===== src/rtl/seq_arith_8b_fxp_udiv.sv =====
// Iterative unsigned Q4.4 divider, one quotient bit per cycle, val/rdy handshakes.
// Define SEQ_ARITH_8B_FXP_UDIV_ROUND_EN for round-half-up with one extra quotient bit.
module seq_arith_8b_fxp_udiv (
    input  logic       clk,
    input  logic       reset,
    input  logic       in_val,
    output logic       in_rdy,
    input  logic [7:0] in0,
    input  logic [7:0] in1,
    output logic       out_val,
    input  logic       out_rdy,
    output logic [7:0] out,
    output logic       overflow
);

`ifdef SEQ_ARITH_8B_FXP_UDIV_ROUND_EN
    localparam int NB = 13;
`else
    localparam int NB = 12;
`endif
    localparam logic [3:0] NITER = 4'(NB);

    localparam logic [1:0] IDLE = 2'd0;
    localparam logic [1:0] CALC = 2'd1;
    localparam logic [1:0] DONE = 2'd2;

    logic [1:0]    state_q, state_d;
    logic [3:0]    cnt_q, cnt_d;
    logic [7:0]    rem_q, rem_d;
    logic [7:0]    dvs_q, dvs_d;
    logic [NB-1:0] dq_q, dq_d;
    logic [7:0]    out_q, out_d;
    logic          ovf_q, ovf_d;

    // Dividend bits leave dq_q at the top while quotient bits enter at the bottom.
    logic [8:0]    trial;
    logic          ge;
    logic [NB-1:0] qn;
    logic [7:0]    res;
    logic          res_ovf;

    assign trial = {rem_q, dq_q[NB-1]};
    assign ge    = trial >= {1'b0, dvs_q};
    assign qn    = {dq_q[NB-2:0], ge};

`ifdef SEQ_ARITH_8B_FXP_UDIV_ROUND_EN
    logic [NB-1:0] rnd;
    // (q + 1) >> 1 without a wider adder: halve, then add back the dropped bit.
    assign rnd     = {1'b0, qn[NB-1:1]} + {{(NB-1){1'b0}}, qn[0]};
    assign res_ovf = |rnd[NB-1:8];
    assign res     = rnd[7:0];
`else
    assign res_ovf = |qn[NB-1:8];
    assign res     = qn[7:0];
`endif

    assign in_rdy   = (state_q == IDLE);
    assign out_val  = (state_q == DONE);
    assign out      = out_q;
    assign overflow = ovf_q;

    // Next-state: accept operands, iterate restoring division, hold result.
    always_comb begin
        state_d = state_q;
        cnt_d   = cnt_q;
        rem_d   = rem_q;
        dvs_d   = dvs_q;
        dq_d    = dq_q;
        out_d   = out_q;
        ovf_d   = ovf_q;
        case (state_q)
            IDLE: begin
                if (in_val) begin
                    dvs_d = in1;
                    rem_d = 8'h00;
                    cnt_d = NITER;
                    dq_d  = {in0, {(NB-8){1'b0}}};
                    if (in1 == 8'h00) begin
                        state_d = DONE;
                        out_d   = 8'hFF;
                        ovf_d   = 1'b1;
                    end else begin
                        state_d = CALC;
                    end
                end
            end
            CALC: begin
                // When ge holds the true difference is below dvs_q, so 8 bits suffice.
                rem_d = ge ? (trial[7:0] - dvs_q) : trial[7:0];
                dq_d  = qn;
                cnt_d = cnt_q - 4'd1;
                if (cnt_q == 4'd1) begin
                    state_d = DONE;
                    out_d   = res_ovf ? 8'hFF : res;
                    ovf_d   = res_ovf;
                end
            end
            DONE: begin
                if (out_rdy) begin
                    state_d = IDLE;
                end
            end
            default: state_d = IDLE;
        endcase
    end

    // State registers with asynchronous active-low clear.
    always_ff @(posedge clk or negedge reset) begin
        if (!reset) begin
            state_q <= IDLE;
            cnt_q   <= 4'd0;
            rem_q   <= 8'h00;
            dvs_q   <= 8'h00;
            dq_q    <= '0;
            out_q   <= 8'h00;
            ovf_q   <= 1'b0;
        end else begin
            state_q <= state_d;
            cnt_q   <= cnt_d;
            rem_q   <= rem_d;
            dvs_q   <= dvs_d;
            dq_q    <= dq_d;
            out_q   <= out_d;
            ovf_q   <= ovf_d;
        end
    end

endmodule


===== config.mk =====
export PLATFORM = sky130hd
export DESIGN_NAME = seq_arith_8b_fxp_udiv
export DESIGN_NICKNAME = d
export VERILOG_FILES = /design/src/rtl/seq_arith_8b_fxp_udiv.sv
export SDC_FILE = /design/constraint.sdc
export NUM_CORES = 1
export LEC_CHECK = 0
export CAP_MARGIN = 40
export CORE_ASPECT_RATIO = 2
export CORE_MARGIN = 4
export CORE_UTILIZATION = 50
export CTS_BUF_LIST = sky130_fd_sc_hd__clkbuf_8
export DETAILED_ROUTE_END_ITERATION = 6
export PLACE_DENSITY = 0.74
export SYNTH_ARGS = -nofsm -noshare
export SYNTH_HDL_FRONTEND = slang
export SYNTH_SLANG_ARGS = --single-unit

===== constraint.sdc =====
create_clock -name clk -period 2.3 [get_ports clk]
set_input_delay 0.23 -clock clk [delete_from_list [all_inputs] [get_ports clk]]
set_output_delay 0.23 -clock clk [all_outputs]
set_load 0.05 [all_outputs]

# Word-level counts from Yosys, hierarchy flattened
# Index checks and enable logic that the tools add are counted.
# Widths: inputs -> output; s select.
[classes]
n_mux = 21
order_cmp = 1
n_reduce_logical = 8
eq_ne = 7
n_addsub = 2
[op_table]
columns = ["operator", "n"]
rows = [
  ["$mux 8", 6],
  ["$pmux 8 s2", 2],
  ["$pmux 12 s2", 1],
  ["$mux 12", 1],
  ["$ge 9x8->1", 1],
  ["$logic_not 8->1", 1],
  ["$mux 2", 4],
  ["$pmux 4 s2", 1],
  ["$sub 8x8->8", 1],
  ["$pmux 2 s3", 1],
  ["$eq 4x1->1 const B", 1],
  ["$mux 4", 1],
  ["$ne 2x1->1 const B", 2],
  ["$ne 2x2->1 const B", 2],
  ["$reduce_and 2->1", 2],
  ["$reduce_and 4->1", 1],
  ["$reduce_or 4->1", 1],
  ["$sub 4x1->4 const B", 1],
  ["$mux 1", 3],
  ["$reduce_and 3->1", 1],
  ["$eq 2x1->1 const B", 1],
  ["$eq 2x2->1 const B", 1],
  ["$logic_not 2->1", 1],
  ["$pmux 1 s2", 1],
  ["$reduce_bool 2->1", 1],
]
[word_totals]
ff_bits = 43
inputBits = 20
out_inout_bits = 11
word_cells = 46

# Longest topological paths before layout
[logic_depth]
depth_word = 4
mapped_depth = 9
ltp_nobuf = 9

# Least setup slack after synthesis
# No wires, ideal clock.
[synth_path]
kind = "reg-to-reg"
start = "register state_q[0]"
end = "register out_q[4] (netlist: out[4])"
t_required_ps = 2227
t_arrival_ps = 1980
stages_incl_launch_ff = 8
setup_ps = 73
n_path_buf = 2
path_slack_ps = 247
synth_period_minus_slack_ps = 2053
path_cell_list = "dfrtp_1 -> nor2_1 -> and2_0 -> a22o_2 -> buf_6 -> buf_12 -> nor2_1 -> a21oi_2"
[synth_between]
elab_chain_cells = 3
elab_cells_between_ends = 8
cone_classes = "eq/ne (4); mux (1); reduce/logical (3)"
[synth_lines]
columns = ["element", "line_no", "text"]
rows = [
  ["start, declared", "27", "logic [1:0] state_q, state_d;"],
  ["start signal, assigned", "118", "state_q <= state_d;"],
  ["$logic_not 2->1 *", "n/a", ""],
  ["via in_rdy", "7", "output logic in_rdy,"],
  ["$ne 2x1->1 (no line) (tied with other cells)", "n/a", ""],
  ["$reduce_and 4->1 (no line)", "n/a", ""],
  ["end signal, assigned", "123", "out_q <= out_d;"],
  ["end, declared", "32", "logic [7:0] out_q, out_d;"],
]
# Mark *: on every way through the listed nets, which the timed path passes. The rest lies on a longest branch.
# A chain may end at the register's enable or synchronous reset.

# Worst setup path in the final report
[layout_path]
start = "register dvs_q[1]"
end = "register rem_q[7]"
[layout_between]
elab_chain_cells = 3
elab_cells_between_ends = 4
cone_classes = "add/sub (1); order compare (1); mux (2)"
[layout_lines]
columns = ["element", "line_no", "text"]
rows = [
  ["start, declared", "30", "logic [7:0] dvs_q, dvs_d;"],
  ["start signal, assigned", "121", "dvs_q <= dvs_d;"],
  ["$sub 8x8->8 / $ge 9x8->1 (equally long branches)", "89, 43", ""],
  ["$mux 8 *", "89", "rem_d = ge ? (trial[7:0] - dvs_q) : trial[7:0];"],
  ["$pmux 8 s2 *", "71", "case (state_q)"],
  ["end signal, assigned", "120", "rem_q <= rem_d;"],
  ["end, declared", "29", "logic [7:0] rem_q, rem_d;"],
]
# Mark *: on every way between the ends. The rest lies on a longest branch, timed or not.

==> results.json <==
{
  "p_leak_nw": 1.18,
  "utilization_pct": 62.0,
  "worst_slew_pin_slew_ns": 0.497,
  "outcome": "complete, no violations",
  "power_frac_seq_pct": 33.3,
  "hold_slack_ns": 0.352,
  "grt_pass1_vias": 1785,
  "crit_fanout": 3,
  "maxSlewHeadroom_pct": 66.8,
  "yosysSeqAreaShare_pct": 48.5,
  "firstDrtPassIters": 4,
  "numCtsBuffers": 5,
  "p_int_mw": 2.20,
  "syn_nets": 273,
  "clock_latency_ns": 0.29,
  "port_buffers": 30,
  "drv_slew": 0,
  "synth_ff_type": "dfrtp_1",
  "avgRoutedWirePerCell_um": 15.0,
  "path_clk_slew_ns": 0.08,
  "pwr-share-comb_pct": 54.6,
  "n_fill_cell": 388,
  "synthCells": 242,
  "path_cells": "inv_1 > ha_1 > nor2b_1 > nor3_1 > o31a_1 > a311oi_1 > o21ai_0 > a32o_1",
  "avgSynthCellArea_um2": 9.16,
  "hold_violations": 0,
  "final.setup.tns_ns": 0,
  "min_period_ns": 2.03,
  "coreArea_mm2": 0.00434,
  "cp.required_ns": 2.49,
  "hold_class": "input port to async pin",
  "critical-path-top-delay-family": "compound AO/OA/AOI/OAI gates",
  "end_kind": "register",
  "nets": 310,
  "io_pins": 31,
  "syn_area_mm2": 0.00222,
  "diodes": 0,
  "finish.instance_area_mm2": 0.00269,
  "dp.cells": 325,
  "p_total_mw": 3.87,
  "grt_max_degree": 33,
  "grt_use_total_pct": 19.8,
  "drc": 0,
  "sw_frac_of_total_pct": 43.2,
  "cts_root_buffer": "clkbuf_8",
  "ir_worst_vdd_mv": 0.872,
  "die_area_mm2": 0.00563,
  "p_per_area_mw_per_mm2": 1440,
  "cp_slowest_cell": "dfrtp_1",
  "dpl.hpwl_um": 3690,
  "cts_sinks": 43,
  "die_x_um": 55.1,
  "final_cell_mix": "dfrtp_1 (43), nand2_1 (38), nor2_1 (33), clkdlybuf4s50_1 (29), o21ai_0 (22)",
  "place_ws_ns": 0.261,
  "clockPowerShare_pct": 12.0,
  "grt_setup_unrepaired": "no",
  "final_common_cell": "dfrtp_1",
  "power_switching_mw": 1.67,
  "grt_pass1_wl_um": 8020,
  "start_util_pct": 51.1,
  "row_count": 34,
  "routed_wirelength_um": 4990,
  "drive_gt1_share_pct": 7.86,
  "cp_num_buf_inv": 1,
  "async_reset_ff_share_pct": 100,
  "cp.arrival_ns": 2.22,
  "grt.overflow.total": 0,
  "critPathMaxStageDelay_ns": 0.38,
  "ant_nets": 0,
  "finalCritPeriodShare_pct": 88.5,
  "worstSetupPathType": "register to register",
  "gp_congestion": 0.859,
  "yosys_warnings": 0,
  "fin_skew_ns": 0.00528,
  "first_iter_violations": 35,
  "synth-edff-count": 0,
  "maxCapViolCount": 0,
  "final_cells": 334,
  "antenna_found_initial": 0,
  "clockBufferDepth": 2,
  "syn_to_final_growth_pct": 21.3,
  "tritoncts": "built",
  "chipHeight_um": 102,
  "ys_types": 41,
  "synth_seq_cells": 43,
  "vias": 1851,
  "vias_per_cell": 5.54,
  "htree_num_levels": 2,
  "setup_violations": 0,
  "post_dp_cell_area_mm2": 0.00259,
  "crit_path_start_kind": "register",
  "fmax_mhz": 491,
  "setup_ws_ns": 0.265
}
[synthesized netlist by cell type (all sizes together), types with 2 or more instances]
cell / number / area share (%)
a21oi: 16 / 4.1
nor2: 33 / 5.6
nand3: 2 / 0.45
a22o: 6 / 2.4
or4: 2 / 0.68
a32oi: 2 / 0.79
o21a: 2 / 0.68
nand2: 38 / 6.4
xor2: 2 / 0.79
clkbuf: 6 / 1.0
o21bai: 2 / 0.68
nor3: 6 / 1.4
buf: 4 / 2.0
ha: 10 / 5.6
mux2i: 4 / 1.8
nor2b: 6 / 1.7
o21ai: 22 / 5.0
nand2b: 2 / 0.56
inv: 13 / 2.2
a31oi: 6 / 1.7
dfrtp: 43 / 49
[final timing paths]
check,depth (start not counted),end,start,slack (ns)
worst max-delay path,8,rem_q[7],dvs_q[1],0.27
worst min-delay path,2,out[0],reset,0.35
worst max register to register,8,rem_q[7],dvs_q[1],0.27
worst min register to register,2,dvs_q[0],dvs_q[0],0.51
max in group asynchronous,3,dvs_q[2],reset,1.47
min in group clk,3,dvs_q[0],in1[0],0.48
[what timing repair did]
action	in CTS	in global routing
hold endpoints to repair	11	0
hold buffers	1	0
resized for setup	0	0
buffers inserted	0	0
[registers in the layout (all words and copies together), names as in the netlist]
register and flops:
cnt_q 4, dvs_q 8, dq_q 12, state_q 2, rem_q 8, out 8
overflow 1
[power by group through the flow]
stage / logic (mW) / clock network, mW / registers, mW
finish: 2.12 / 0.465 / 1.29
global route: 2.39 / 0.515 / 1.32
CTS: 2.13 / 0.484 / 1.29
detailed placement: 2.10 / 0 / 1.30
global placement: 2.05 / 0 / 1.29
floorplan: 1.58 / 0 / 1.28
[worst reg2reg max path, cell delays in order (launching register included)]
cell and delay [ns]:
dfrtp_1 0.38, inv_1 0.07, ha_1 0.28, nor2b_1 0.14, nor3_1 0.07, o31a_1 0.33
a311oi_1 0.27, o21ai_0 0.13, a32o_1 0.26
[cell type report]
type / count / area [um2] / area share (%)
Clock buffer: 5 / 68.8 / 2.56
Clock inverter: 3 / 16.3 / 0.605
Inverter: 13 / 48.8 / 1.81
Multi-Input combinational cell: 176 / 1030 / 38.2
Sequential cell: 43 / 1080 / 40.0
Tap cell: 54 / 67.6 / 2.51
Timing Repair Buffer: 40 / 385 / 14.3
[kinds of logic after synthesis]
family / count (synthesis) / synth area share (%)
AOI/OAI and AO/OA: 65 / 18.8
xor gates and xnor gates: 3 / 1.19
adders and majority gates: 11 / 6.55
buffers and inverters: 23 / 5.19
DFF: 43 / 48.5
muxes: 4 / 1.81
and+or+nand+nor: 93 / 17.9
[routing by layer]
layer	part of all wire (%)	GRT usage [%]	wire length (um)	vias up
met5	0	0	0	-
met4	2.4	8.99	118	0
met3	3.2	3.21	159	8
met2	56	35.1	2780	38
met1	39	21.9	1930	895
li1	-	-	-	910
Note: power is estimated with default switching activity, not from simulation.
